==> src/rtl/lut_interp_16.sv <==
// lut_interp_16: linear interpolation between two LUT samples, Q15 argument in, Q15 result out.
// Define LUT_INTERP_ROUND_EN to round half-up on the final shift instead of flooring.
`ifndef LUT_FRAC_WIDTH
`define LUT_FRAC_WIDTH 4
`endif

module lut_interp_16 #(
    parameter int unsigned FRAC_W = `LUT_FRAC_WIDTH,
    parameter int unsigned DATA_W = 16
) (
    input  logic              clk,
    input  logic              reset,
    input  logic              in_valid,
    output logic              in_ready,
    input  logic [DATA_W-1:0] x_in,
    output logic              out_valid,
    input  logic              out_ready,
    output logic [DATA_W-1:0] y,
    output logic              lut_read,
    input  logic              lut_ready,
    output logic [DATA_W-1:0] lut_x,
    input  logic [DATA_W-1:0] lut_base,
    input  logic [DATA_W-1:0] lut_next,
    input  logic [FRAC_W-1:0] lut_frac
);

    localparam int unsigned DIFF_W = DATA_W + 1;
    localparam int unsigned PROD_W = DIFF_W + FRAC_W + 1;

    typedef enum logic [2:0] {StIdle, StIssue, StWait, StMul, StAdd, StOut} state_e;

    state_e state_q, state_d;

    logic [DATA_W-1:0]        lut_x_q;
    logic [DATA_W-1:0]        base_q;
    logic [DATA_W-1:0]        y_q;
    logic signed [DIFF_W-1:0] diff_q;
    logic [FRAC_W-1:0]        frac_q;
    logic signed [PROD_W-1:0] prod_q;

    logic signed [PROD_W-1:0] diff_ext;
    logic signed [PROD_W-1:0] frac_ext;
    logic signed [PROD_W-1:0] base_ext;
    logic signed [PROD_W-1:0] prod_adj;
    logic [DATA_W-1:0]        sum;

`ifdef LUT_INTERP_ROUND_EN
    localparam logic signed [PROD_W-1:0] RoundHalf = PROD_W'(1) << (FRAC_W - 1);
`endif

    // State register
    always_ff @(posedge clk) begin
        if (reset) state_q <= StIdle;
        else       state_q <= state_d;
    end

    // Next-state logic
    always_comb begin
        state_d = state_q;
        case (state_q)
            StIdle:  if (in_valid && in_ready) state_d = StIssue;
            StIssue: state_d = StWait;
            StWait:  if (lut_ready) state_d = StMul;
            StMul:   state_d = StAdd;
            StAdd:   state_d = StOut;
            StOut:   if (out_ready) state_d = StIdle;
            default: state_d = StIdle;
        endcase
    end

    // Outputs; in_ready is masked during reset so it reads 0 while the LUT comes up
    always_comb begin
        in_ready  = (state_q == StIdle) && lut_ready && !reset;
        lut_read  = (state_q == StIssue);
        out_valid = (state_q == StOut);
        y         = y_q;
        lut_x     = lut_x_q;
    end

    // The diff is 17 bits wide so next-base never wraps; frac is zero-extended to stay positive
    always_comb begin
        diff_ext = {{(PROD_W-DIFF_W){diff_q[DIFF_W-1]}}, diff_q};
        frac_ext = {{(PROD_W-FRAC_W){1'b0}}, frac_q};
        base_ext = {{(PROD_W-DATA_W){base_q[DATA_W-1]}}, base_q};
`ifdef LUT_INTERP_ROUND_EN
        prod_adj = prod_q + RoundHalf;
`else
        prod_adj = prod_q;
`endif
        // Result lies between base and next, so the low DATA_W bits are exact
        sum = DATA_W'(base_ext + (prod_adj >>> FRAC_W));
    end

    always_ff @(posedge clk) begin
        if (reset) begin
            lut_x_q <= '0;
            base_q  <= '0;
            diff_q  <= '0;
            frac_q  <= '0;
            prod_q  <= '0;
            y_q     <= '0;
        end else begin
            if (state_q == StIdle && in_valid && in_ready) lut_x_q <= x_in;
            if (state_q == StWait && lut_ready) begin
                base_q <= lut_base;
                diff_q <= {lut_next[DATA_W-1], lut_next} - {lut_base[DATA_W-1], lut_base};
                frac_q <= lut_frac;
            end
            if (state_q == StMul) prod_q <= diff_ext * frac_ext;
            if (state_q == StAdd) y_q <= sum;
        end
    end

endmodule

==> config.mk <==
export PLATFORM = sky130hd
export DESIGN_NAME = lut_interp_16
export DESIGN_NICKNAME = d
export VERILOG_FILES = /design/src/rtl/lut_interp_16.sv
export SDC_FILE = /design/constraint.sdc
export NUM_CORES = 1
export LEC_CHECK = 0
export ABC_AREA = 1
export BUFFER_PORTS_ARGS = -buffer_cell sky130_fd_sc_hd__buf_2
export CAP_MARGIN = 20
export CORE_MARGIN = 3
export CORE_UTILIZATION = 30
export DETAILED_ROUTE_END_ITERATION = 16
export PLACE_DENSITY = 0.5
export SKIP_LAST_GASP = 1
export SLEW_MARGIN = 25
export SYNTH_ARGS = -nofsm -noshare
export SYNTH_HDL_FRONTEND = slang
export SYNTH_SLANG_ARGS = --single-unit
==> constraint.sdc <==
create_clock -name clk -period 7 [get_ports clk]
set_input_delay 0.35 -clock clk [delete_from_list [all_inputs] [get_ports clk]]
set_output_delay 0.35 -clock clk [all_outputs]
set_load 0.03 [all_outputs]
==> impl_results.md <==
- CORE AREA: around 0.024 mm²
- H-tree depth: 3
- DR vias: 6794
- Synth Flop Type: dfxtp_1
- P_int: between 900 and 1000 µW
- Syn nets: approximately 1.2k
- Sw Ratio: 0.389
- VDD IR max: about 0.00011 V
- Initial core utilization: 0.308
- Vias/cell: 4.59
- F_max: 264 MHz
- Crit Path Max Fanout: 20
- Drt drc: 0
- WL final: between 20000 and 25000 µm
- Required @ worst endpoint: around 7.2 ns
- GPL Wtd Cong: 0.880
- Pwr dens: about 190 mW/mm²
- Mapped Cells: 1082
- Logic pwr share: 0.286
- Worst skew pair latency: 0.35 ns
- Clock transition at path regs: 0.07 ns
- Critical Path End Type: register
- Io pins: 92
- Final Util: 0.350
- 1st-pass router iterations: 5
- Worst rel slew slack: 0.510
- Simple-Gate Fraction of Synth Area: 0.250
- Synth top cells by count: 214 x nand2_1, 213 x inv_1, 114 x nor2_1, 88 x dfxtp_1, 79 x a21oi_1
- Routed len/inst: approximately 14 µm
- Die width: between 150 and 200 µm
- Std cell rows: 56
- Psw: between 600 and 700 µW
- Post-synthesis mux area share: 0
- Initial antenna violation count: 0
- Async set-reset flop share out of synthesis: 0
- Largest family of logic cells by synthesized area: simple AND/OR/NAND/NOR gates
- Total track usage: 0.157
- Seq/Total Area, Yosys: 0.241
- Tmin final: between 3 and 4 ns
- Final Hold Fails: 0
- Mapped Avg Cell Area: 6.75 µm²
- Fin cells: 1479
- GRT overflow: 0
- Outcome: completed
- Hold_buf cts: 0
- Min setup slack post-route: 3.21 ns
- Worst-margin pin slew: 0.735 ns
- Post_cts resized: 0
- Synth Register Bits: 88
- Setup bufs post-CTS: 0
- First-pass GRT wire length: around 33000 µm
- Area share of the largest cell type after synthesis: 0.241
- Yosys top cell by area: dfxtp_1
- Place WS: 3.25 ns
- Post-Route Skew: about 0.011 ns
- Buffers on Ports: 91
- Synth top area cells: dfxtp_1 24%, ha_1 11%, nand2_1 11%
- Flop pwr share: 0.425
- Number of synthesis warnings: 0
- Setup TNS: 0 ns
- Post-Synthesis Cell Area: 0.00730 mm²
- EDFF count, synth: 0
- Most frequent cell after synthesis: nand2_1
- Post-synthesis compound-gate area fraction: 0.142
- # diodes: 0
- Clock Power Share: 0.290
- Placed Cells: 1463
- Max Slew Vio Count: 0
- Share of cells above drive strength 1: 0.117
- Final net count: 1311
- Worst hold path class: input pin to register
- Die area: 0.0262 mm²
- RSZ-0062 raised after global routing: false
- Die height: between 150 and 200 µm
- # clock sinks: 88
- Largest net degree at the start of global routing: 66
- Crit path kind: register to register
- Area Growth Syn to Fin: 13.7%
- DRT iter0 DRCs: between 300 and 400
- CP arrival: 4.02 ns
- Root Buffer: clkbuf_16
- # fillers: 2674
- XOR/XNOR share of the synthesized area: 0.0312
- Tcrit/Tclk final: 0.541
- Leakage power total: 0.00481 µW
- CP startpoint kind: register
- Vias in the first global route: 6452
- Clock Tree Buf Depth: 2
- Final antenna-violating net count: 0
- Max_cap viols: 0
- Post-synthesis adder-cell area fraction: 0.204
- Post-DP HPWL: 16300 µm
- Total CTS buffers: 9
- Synth cell types: 37
- CTS tree: built
- Final setup viols: 0
-- power groups by stage --
stage | clock, µW | sequential [µW] | combinational (µW)
6_report | 463 | 679 | 457
3_5_place_dp | 0 | 690 | 458
5_1_grt | 492 | 691 | 524
3_3_place_gp | 0 | 691 | 457
4_1_cts | 479 | 680 | 461
2_1_floorplan | 0 | 668 | 329
-- logic make-up after synthesis --
| family | Yosys count |
|---|---|
| fa+ha+maj | 99 |
| simple gates | 433 |
| buf+inv | 248 |
| flops | 88 |
| xor+xnor | 26 |
| compound gates | 188 |
-- worst paths after layout --
kind / from / endpoint / slack, ns / cells after the start
setup reg to reg: frac_q[2] / prod_adj[17] / 3.21 / 15
hold / removal: x_in[11] / lut_x[11] / 0.19 / 3
setup / recovery: frac_q[2] / prod_adj[17] / 3.21 / 15
hold reg to reg: lut_x[11] / lut_x[11] / 0.46 / 2
-- cell usage in the layout (no fill, tap or decap), types with 8 or more instances in the layout --
cell | synthesis | layout
nand2_1 | 214 | 214
inv_1 | 213 | 213
nor2_1 | 114 | 113
buf_2 | 9 | 91
dfxtp_1 | 88 | 88
a21oi_1 | 79 | 79
o21ai_0 | 71 | 71
nand3_1 | 69 | 69
ha_1 | 66 | 66
fa_1 | 33 | 33
xor2_1 | 19 | 19
nand2_2 | 10 | 10
clkbuf_16 | 0 | 9
o21bai_1 | 8 | 8
-- sequential cells by signal (all words and copies together) (netlist names) --
| register | cells |
|---|---|
| frac_q | 4 |
| diff_q | 17 |
| state_q | 3 |
| lut_x | 16 |
| y | 16 |
| base_q | 16 |
| prod_adj | 16 |
-- area by class of cell --
cell class	count	area [µm²]	share of cell area
Tap cell	319	399	0.0481
Sequential cell	88	1760	0.212
Timing Repair Buffer	93	470	0.0567
Multi-Input combinational cell	746	4580	0.552
Clock buffer	10	229	0.0276
Clock inverter	6	43.8	0.00528
Inverter	217	815	0.0981
-- critical path: stages, from the launching register on --
cell	delay [ns]
dfxtp_1	0.75
nand2_1	0.10
inv_1	0.08
ha_1	0.25
fa_1	0.53
inv_1	0.06
fa_1	0.52
inv_1	0.04
ha_1	0.42
nand2_1	0.15
nor4_1	0.38
nand2_2	0.11
nand3_1	0.08
nand2_1	0.05
nor2_1	0.11
nor2_1	0.05
-- routing by layer --
metal	global-route usage	share of wire	vias to the layer above	wire length, µm
li1	-	-	3539	-
met4	0.0302	0.010	0	208
met1	0.222	0.50	3122	10100
met2	0.257	0.46	119	9310
met3	0.0237	0.032	14	646
met5	0	0	-	0
-- stage by stage --
stage	total power, µW	hold WS, ns	instance area, µm²
after floorplan	997	0.461	7300
after global placement	1150	0.452	8030
after detailed placement	1150	0.457	8030
after CTS	1620	0.180	8300
after global routing	1710	0.187	8300
final	1600	0.190	8300
Note: power is estimated with default switching activity, not from simulation.
